[config.mk]
export PLATFORM = sky130hd
export DESIGN_NAME = intm_fu
export DESIGN_NICKNAME = d
export VERILOG_FILES = /design/src/rtl/intm_fu_pkg.sv /design/src/rtl/intm_muldiv_core.sv /design/src/rtl/intm_fu.sv
export SDC_FILE = /design/constraint.sdc
export NUM_CORES = 1
export LEC_CHECK = 0
export CORE_MARGIN = 1.5
export CORE_UTILIZATION = 35
export CTS_CLUSTER_SIZE = 14
export DETAILED_ROUTE_END_ITERATION = 8
export PLACE_DENSITY = 0.64
export REMOVE_ABC_BUFFERS = 1
export SETUP_SLACK_MARGIN = 0.02
export SYNTH_ARGS = -nofsm -noshare
export SYNTH_HDL_FRONTEND = slang
export SYNTH_SLANG_ARGS = --single-unit
export TNS_END_PERCENT = 1
[constraint.sdc]
create_clock -name clk -period 6.26 [get_ports clk]
set_input_delay 0.939 -clock clk [delete_from_list [all_inputs] [get_ports clk]]
set_output_delay 0.939 -clock clk [all_outputs]
set_load 0.02 [all_outputs]
[src/rtl/intm_fu_pkg.sv]
// ============================================================================
// Module : intm_fu_pkg
// Brief  : Shared types for the integer multiply/divide functional unit.
// Rev    : 1.0 - initial release
// ============================================================================
`default_nettype none

package intm_fu_pkg;

  localparam int XLEN     = 32;
  localparam int ROB_ID_W = 6;
  localparam int ARCH_W   = 5;
  localparam int PHY_W    = 7;

  // RV32M funct3 ordering
  typedef enum logic [2:0] {
    MD_MUL    = 3'd0,
    MD_MULH   = 3'd1,
    MD_MULHSU = 3'd2,
    MD_MULHU  = 3'd3,
    MD_DIV    = 3'd4,
    MD_DIVU   = 3'd5,
    MD_REM    = 3'd6,
    MD_REMU   = 3'd7
  } mdopc_t;

  typedef logic [1:0] intm_fu_state_t;
  localparam intm_fu_state_t ST_IDLE = 2'd0;
  localparam intm_fu_state_t ST_BUSY = 2'd1;
  localparam intm_fu_state_t ST_DONE = 2'd2;

  typedef struct packed {
    logic [ROB_ID_W-1:0] rob_id;
    logic [ARCH_W-1:0]   rd_arch;
    logic [PHY_W-1:0]    rd_phy;
    mdopc_t              fu_opcode;
    logic [XLEN-1:0]     rs1_value;
    logic [XLEN-1:0]     rs2_value;
  } intm_rs_reg_t;

  typedef struct packed {
    logic [ROB_ID_W-1:0] rob_id;
    logic [ARCH_W-1:0]   rd_arch;
    logic [PHY_W-1:0]    rd_phy;
    logic [XLEN-1:0]     rd_value;
    logic [XLEN-1:0]     rs1_value_dbg;
    logic [XLEN-1:0]     rs2_value_dbg;
  } fu_cdb_reg_t;

  // Divide-by-zero and signed overflow complete without iterating.
  function automatic logic md_is_special(input mdopc_t op, input logic [XLEN-1:0] a,
                                         input logic [XLEN-1:0] b);
    logic ovf;
    ovf = (op inside {MD_DIV, MD_REM}) && (a == 32'h8000_0000) && (b == 32'hFFFF_FFFF);
    return (op inside {MD_DIV, MD_DIVU, MD_REM, MD_REMU}) && ((b == '0) || ovf);
  endfunction

  function automatic logic [XLEN-1:0] md_special_result(input mdopc_t op,
                                                        input logic [XLEN-1:0] a,
                                                        input logic [XLEN-1:0] b);
    if (b == '0) return (op inside {MD_DIV, MD_DIVU}) ? 32'hFFFF_FFFF : a;
    return (op == MD_DIV) ? 32'h8000_0000 : 32'h0000_0000;
  endfunction

endpackage

`default_nettype wire

[src/rtl/intm_muldiv_core.sv]
// ============================================================================
// Module : intm_muldiv_core
// Brief  : Iterative shift-add multiplier / restoring divider on magnitudes.
// Rev    : 1.0 - initial release
// ============================================================================
`default_nettype none

module intm_muldiv_core
  import intm_fu_pkg::*;
#(
  parameter int STEPS_PER_CYCLE = 1
) (
  input  logic            clk,
  input  logic            rst_n,
  input  logic            start,
  input  logic            step,
  input  mdopc_t          op,
  input  logic [XLEN-1:0] a,
  input  logic [XLEN-1:0] b,
  output logic [XLEN-1:0] result
);

  logic [XLEN-1:0]   hi_q, hi_d, lo_q, lo_d, b_q, b_d;
  logic [XLEN-1:0]   hi_n, lo_n, a_mag, b_mag;
  mdopc_t            op_q, op_d;
  logic              neg_q, neg_d, a_sgn, b_sgn;
  logic [XLEN:0]     sum, shifted;
  logic [2*XLEN-1:0] prod;

  always_comb begin
    a_sgn = (op inside {MD_MUL, MD_MULH, MD_MULHSU, MD_DIV, MD_REM}) && a[XLEN-1];
    b_sgn = (op inside {MD_MUL, MD_MULH, MD_DIV, MD_REM}) && b[XLEN-1];
    a_mag = a_sgn ? -a : a;
    b_mag = b_sgn ? -b : b;
  end

  // hi holds the upper product / partial remainder, lo the multiplier / quotient
  always_comb begin
    hi_n    = hi_q;
    lo_n    = lo_q;
    sum     = '0;
    shifted = '0;
    for (int i = 0; i < STEPS_PER_CYCLE; i++) begin
      if (op_q inside {MD_DIV, MD_DIVU, MD_REM, MD_REMU}) begin
        shifted = {hi_n, lo_n[XLEN-1]};
        if (shifted >= {1'b0, b_q}) begin
          hi_n = shifted[XLEN-1:0] - b_q;
          lo_n = {lo_n[XLEN-2:0], 1'b1};
        end else begin
          hi_n = shifted[XLEN-1:0];
          lo_n = {lo_n[XLEN-2:0], 1'b0};
        end
      end else begin
        sum  = {1'b0, hi_n} + (lo_n[0] ? {1'b0, b_q} : {(XLEN+1){1'b0}});
        hi_n = sum[XLEN:1];
        lo_n = {sum[0], lo_n[XLEN-1:1]};
      end
    end
  end

  always_comb begin
    hi_d  = hi_q;
    lo_d  = lo_q;
    b_d   = b_q;
    op_d  = op_q;
    neg_d = neg_q;
    if (start) begin
      hi_d  = '0;
      lo_d  = a_mag;
      b_d   = b_mag;
      op_d  = op;
      neg_d = (op == MD_REM) ? a_sgn : (a_sgn ^ b_sgn);
    end else if (step) begin
      hi_d = hi_n;
      lo_d = lo_n;
    end
  end

  // Result reflects the state after the current step's iterations.
  always_comb begin
    prod = {hi_n, lo_n};
    if (neg_q) prod = -prod;
    case (op_q)
      MD_MUL:                       result = prod[XLEN-1:0];
      MD_MULH, MD_MULHSU, MD_MULHU: result = prod[2*XLEN-1:XLEN];
      MD_DIV, MD_DIVU:              result = neg_q ? -lo_n : lo_n;
      default:                      result = neg_q ? -hi_n : hi_n;
    endcase
  end

  always_ff @(posedge clk or negedge rst_n) begin
    if (!rst_n) begin
      hi_q  <= '0;
      lo_q  <= '0;
      b_q   <= '0;
      op_q  <= MD_MUL;
      neg_q <= 1'b0;
    end else begin
      hi_q  <= hi_d;
      lo_q  <= lo_d;
      b_q   <= b_d;
      op_q  <= op_d;
      neg_q <= neg_d;
    end
  end

endmodule

`default_nettype wire

[src/rtl/intm_fu.sv]
// ============================================================================
// Module : intm_fu
// Brief  : RV32M multiply/divide FU: issue/CDB handshakes, FSM, tag holding.
//          Define INTM_FU_DBG_EN to return issued operands in the CDB packet.
// Rev    : 1.0 - initial release
// ============================================================================
`default_nettype none

module intm_fu
  import intm_fu_pkg::*;
#(
  parameter int STEPS_PER_CYCLE = 1
) (
  input  logic         clk,
  input  logic         rst_n,
  input  logic         flush,
  input  logic         issue_valid,
  output logic         issue_ready,
  input  intm_rs_reg_t issue_pkt,
  output logic         cdb_valid,
  input  logic         cdb_ready,
  output fu_cdb_reg_t  cdb_pkt
);

  localparam logic [5:0] CNT_INIT = 6'(XLEN / STEPS_PER_CYCLE);

  intm_fu_state_t      state_q, state_d;
  logic [5:0]          cnt_q, cnt_d;
  logic [ROB_ID_W-1:0] rob_id_q, rob_id_d;
  logic [ARCH_W-1:0]   rd_arch_q, rd_arch_d;
  logic [PHY_W-1:0]    rd_phy_q, rd_phy_d;
  logic [XLEN-1:0]     rd_value_q, rd_value_d;
  logic [XLEN-1:0]     core_result;
  logic                special, issue_fire;

  assign issue_ready = (state_q == ST_IDLE) && !flush;
  assign cdb_valid   = (state_q == ST_DONE);
  assign issue_fire  = issue_valid && issue_ready;
  assign special     = md_is_special(issue_pkt.fu_opcode, issue_pkt.rs1_value,
                                     issue_pkt.rs2_value);

  intm_muldiv_core #(
    .STEPS_PER_CYCLE(STEPS_PER_CYCLE)
  ) u_core (
    .clk   (clk),
    .rst_n (rst_n),
    .start (issue_fire),
    .step  ((state_q == ST_BUSY) && !flush),
    .op    (issue_pkt.fu_opcode),
    .a     (issue_pkt.rs1_value),
    .b     (issue_pkt.rs2_value),
    .result(core_result)
  );

  always_comb begin
    state_d    = state_q;
    cnt_d      = cnt_q;
    rob_id_d   = rob_id_q;
    rd_arch_d  = rd_arch_q;
    rd_phy_d   = rd_phy_q;
    rd_value_d = rd_value_q;
    if (flush) begin
      state_d = ST_IDLE;
      cnt_d   = '0;
    end else begin
      case (state_q)
        ST_IDLE: begin
          if (issue_valid) begin
            rob_id_d  = issue_pkt.rob_id;
            rd_arch_d = issue_pkt.rd_arch;
            rd_phy_d  = issue_pkt.rd_phy;
            if (special) begin
              rd_value_d = md_special_result(issue_pkt.fu_opcode, issue_pkt.rs1_value,
                                             issue_pkt.rs2_value);
              state_d    = ST_DONE;
            end else begin
              state_d = ST_BUSY;
              cnt_d   = CNT_INIT;
            end
          end
        end
        ST_BUSY: begin
          cnt_d = cnt_q - 6'd1;
          if (cnt_q == 6'd1) begin
            rd_value_d = core_result;
            state_d    = ST_DONE;
          end
        end
        ST_DONE: if (cdb_ready) state_d = ST_IDLE;
        default: state_d = ST_IDLE;
      endcase
    end
  end

  always_ff @(posedge clk or negedge rst_n) begin
    if (!rst_n) begin
      state_q    <= ST_IDLE;
      cnt_q      <= '0;
      rob_id_q   <= '0;
      rd_arch_q  <= '0;
      rd_phy_q   <= '0;
      rd_value_q <= '0;
    end else begin
      state_q    <= state_d;
      cnt_q      <= cnt_d;
      rob_id_q   <= rob_id_d;
      rd_arch_q  <= rd_arch_d;
      rd_phy_q   <= rd_phy_d;
      rd_value_q <= rd_value_d;
    end
  end

`ifdef INTM_FU_DBG_EN
  logic [XLEN-1:0] rs1_dbg_q, rs1_dbg_d, rs2_dbg_q, rs2_dbg_d;

  always_comb begin
    rs1_dbg_d = issue_fire ? issue_pkt.rs1_value : rs1_dbg_q;
    rs2_dbg_d = issue_fire ? issue_pkt.rs2_value : rs2_dbg_q;
  end

  always_ff @(posedge clk or negedge rst_n) begin
    if (!rst_n) begin
      rs1_dbg_q <= '0;
      rs2_dbg_q <= '0;
    end else begin
      rs1_dbg_q <= rs1_dbg_d;
      rs2_dbg_q <= rs2_dbg_d;
    end
  end
`endif

  always_comb begin
    cdb_pkt          = '0;
    cdb_pkt.rob_id   = rob_id_q;
    cdb_pkt.rd_arch  = rd_arch_q;
    cdb_pkt.rd_phy   = rd_phy_q;
    cdb_pkt.rd_value = rd_value_q;
`ifdef INTM_FU_DBG_EN
    cdb_pkt.rs1_value_dbg = rs1_dbg_q;
    cdb_pkt.rs2_value_dbg = rs2_dbg_q;
`else
    cdb_pkt.rs1_value_dbg = '0;
    cdb_pkt.rs2_value_dbg = '0;
`endif
  end

endmodule

`default_nettype wire

==> impl_results.md <==
* Delay-heaviest family, CP: simple AND/OR/NAND/NOR gates
* EDFF count, synth at 0
* Final period util at 0.9087
* Pwr Density at 464.8 nW/um^2
* Routed Antenna Nets at 0
* First-pass GRT wire length at 101.3 mm
* Net count reported at finish at 2503
* Wirelength per Cell at 22.33 um
* Final worst slack at 571.4 ps
* Most common cell after layout, fill and taps aside: nand2_1
* Fmax at 175.8 MHz
* IO buf count at 141
* Setup CP Type: register to register
* Synthesized area at 17000 um^2
* Avg Cell Area, Syn at 7.534 um^2
* Vias at 17870
* Drt total wl at 66.22 mm
* Internal power at 4.204 mW
* Synth-to-layout area growth at 14.38%
* Max H-tree Level at 4
* Row cnt at 80
* DIE AREA at 49890 um^2
* Post-DP HPWL at 50.77 mm
* Crit path max-delay cell type: a2111oi_2
* Core Region at 47850 um^2
* Critical Path RT at 6600 ps
* CTS tree: built
* Initial Utilization at 0.3552
* Initial antenna violation count at 0
* Skew-Pair Late Insertion Delay at 480 ps
* Number of global-route vias before repair at 16850
* DRC viols at 0
* Die Width at 223.4 um
* # Post-CTS Setup Buffers at 0
* Switch share at 0.5347
* Hold violation total from the final report at 0
* Commonest non-fill, non-tap cells in the layout: nand2_1, o21ai_0, dfrtp_1
* DR pass1 iterations at 5
* Hold_sp: rob_id_q[1]$_DFFE_PN0P_
* Layout cells sized above 1 at 0.07826
* Max transition margin at 0.2182
* Combinational Power Share at 0.694
* Minimum clock period at 5689 ps
* Post-CTS Resized at 0
* RR Endpoint: rd_value_q[26]$_DFFE_PN0P_
* Pins Over Slew Limit at 0
* Maximum vdd drop at 0.2668 mV
* Reg-to-Reg Start: u_core.hi_q[26]$_DFFE_PN0P_
* Initial DRC count at 1718
* Leak Pwr at 7.951 nW
* CP Cell Sequence: ha_1, nand2_1, o21ai_2, a2111oi_2, nand2_2, nor3_4, nand2_1, o21ai_0, ha_1, o21ai_0, or3_1, or2_2, or3_1, nor2_1, nor2_1, o41ai_1, xor2_1, a21oi_1, o221ai_1
* Element type at the critical path end: register
* Finished Core Util at 0.4063
* Worst-path clk slew at 70 ps
* Vias/cell at 6.025
* # clock sinks at 158
* #FFs+latches synth at 158
* Total chip power at 9.036 mW
* Final TNS setup at 0 ps
* Root buffer cell: clkbuf_16
* Routability cong. at 1.000
* Status: complete, no violations
* Ys Warns at 0
* Setup WS pre-CTS at 727.2 ps
* Worst-margin pin slew at 1162 ps
* Maximum clock path buffer count at 2
* Maxcap violations at 0
* Worst hold endpoint: rob_id_q[1]$_DFFE_PN0P_
* Sequential share of the synthesized area at 0.2326
* GRT overflow at 0
* Top_reg_cell synth: dfrtp_1
* Syn Inst Count at 2256
* RSZ-0062 raised after global routing: false
* Ys async rst share at 1.000
* IO Pins at 206
* Worst EP arrival at 6030 ps
* Largest net degree at the start of global routing at 94
* GRT Total Usage at 0.2627
* Worst path max stage delay at 490 ps
* Final setup violation count at 0
* Clock Power Share at 0.128
* R2R depth at 19
* R2R setup slack at 570 ps
* Fin Clk Skew at 10.95 ps
* Inserted Clock Buffers at 17
* WP buf/inv at 0
* Netlist cell types at 101
* Crit path max fanout at 12
* # diodes at 0
* Worst hold path stage count at 2
* Critical Path Start Type: register
* Switch Pwr at 4.832 mW
* Sequential power share at 0.178
* Die height at 223.4 um
* CTS Hold Bufs at 0
* Worst hold path class: register to register
-- power by group through the flow --
| stage | Clock [mW] | Combinational (mW) | Sequential (mW) |
|---|---|---|---|
| final | 1.16 | 6.27 | 1.61 |
| after global routing | 1.21 | 6.75 | 1.64 |
| after CTS | 1.17 | 6.14 | 1.60 |
| after detailed placement | 0 | 6.10 | 1.61 |
| after global placement | 0 | 6.06 | 1.60 |
| after floorplan | 0 | 4.01 | 1.61 |
-- cell families (layout without fill, tap and decap cells) --
family / Yosys count / in the layout / share of synthesized area
multiplexers: 62 / 62 / 0.03754
other: 1 / 64 / 0.0002206
XOR/XNOR: 156 / 156 / 0.08039
adder cells (fa/ha/maj): 73 / 73 / 0.05462
buffers and inverters: 264 / 296 / 0.07803
AND/OR/NAND/NOR: 828 / 828 / 0.2388
AO/OA/AOI/OAI: 714 / 714 / 0.2778
flip-flops: 158 / 158 / 0.2326
-- final cells by class --
type / count / area [um^2]
Fill cell: 4930 / 28410
Multi-Input combinational cell: 1897 / 12000
Sequential cell: 158 / 3959
Timing Repair Buffer: 201 / 1863
Tap cell: 615 / 769.5
Clock buffer: 20 / 446.7
Inverter: 65 / 244.0
Clock inverter: 10 / 162.7
-- stage by stage --
step	std cells	hold slack (ps)	cell area (um^2)
2_1_floorplan	2120	463.2	16150
3_3_place_gp	2936	458.9	18830
3_5_place_dp	2936	461.0	18830
4_1_cts	2966	478.2	19440
5_1_grt	2966	498.0	19440
6_report	2966	473.9	19440
-- worst max-delay path by stage --
stage,start,to,slack [ps],depth (start not counted)
after CTS,u_core.hi_q[25]$_DFFE_PN0P_,rd_value_q[4]$_DFFE_PN0P_,700,20
after global routing,u_core.hi_q[25]$_DFFE_PN0P_,rd_value_q[6]$_DFFE_PN0P_,250,20
after floorplan,u_core.op_q[2]$_DFFE_PN0P_,rd_value_q[0]$_DFFE_PN0P_,-360,13
after detailed placement,u_core.hi_q[25]$_DFFE_PN0P_,rd_value_q[4]$_DFFE_PN0P_,730,20
after global placement,u_core.hi_q[7]$_DFFE_PN0P_,rd_value_q[26]$_DFFE_PN0P_,920,19
final,u_core.hi_q[26]$_DFFE_PN0P_,rd_value_q[26]$_DFFE_PN0P_,570,19
-- tightest hold or removal path, delay by kind of cell (launching register included) --
kind / cells / cell delay (ps)
flops: 1 / 340
simple gates: 2 / 110
-- synth_stat cells (9+ instances only) --
| cell type | instances | area [um^2] |
|---|---|---|
| mux2i_1 | 50 | 500.5 |
| mux2_2 | 9 | 101.4 |
| or3_1 | 30 | 187.7 |
| a21o_1 | 38 | 285.3 |
| o221ai_1 | 15 | 131.4 |
| o22ai_1 | 10 | 62.56 |
| a211oi_1 | 16 | 120.1 |
| buf_4 | 67 | 503.0 |
| and3_1 | 10 | 62.56 |
| a221oi_1 | 11 | 96.34 |
| inv_1 | 64 | 240.2 |
| nand4_1 | 39 | 244.0 |
| or4_1 | 9 | 67.56 |
| nand2b_1 | 18 | 112.6 |
| buf_2 | 19 | 95.09 |
| dfrtp_1 | 158 | 3954 |
| xnor2_1 | 80 | 700.7 |
| xor2_1 | 76 | 665.6 |
| o31ai_1 | 28 | 210.2 |
| and4_1 | 12 | 105.1 |
| clkbuf_1 | 95 | 356.6 |
| buf_1 | 10 | 37.54 |
| o21ai_0 | 243 | 1216 |
| nor2_1 | 141 | 529.3 |
| a21oi_1 | 139 | 695.7 |
| nand3_1 | 73 | 365.4 |
| and2_1 | 47 | 294.0 |
| o211ai_1 | 55 | 412.9 |
| nor3_1 | 54 | 270.3 |
| o21a_1 | 10 | 75.07 |
| ha_1 | 71 | 888.4 |
| nand2_1 | 315 | 1182 |
| nor2b_1 | 15 | 93.84 |
| or2_2 | 15 | 93.84 |
| o41ai_1 | 10 | 87.58 |
| a31oi_1 | 21 | 131.4 |
| nor4_1 | 23 | 143.9 |
-- flip-flops by register name, summed over array words and instances, names as in the netlist --
name and flops:
cnt_q 6, rd_arch_q 5, rd_phy_q 7, rd_value_q 32
rob_id_q 6, state_q 2, u_core.b_q 32, u_core.hi_q 32
u_core.lo_q 32, u_core.neg_q 1, u_core.op_q 3
-- routing by layer --
| metal | GRT usage | share of wire | vias to the layer above |
|---|---|---|---|
| met1 | 0.3572 | 0.44 | 8633 |
| met4 | 0.1282 | 0.046 | 0 |
| li1 | - | - | 8266 |
| met5 | 0 | 0 | - |
| met2 | 0.4055 | 0.45 | 826 |
| met3 | 0.04056 | 0.070 | 145 |
Power figures use the tool's default switching activity.
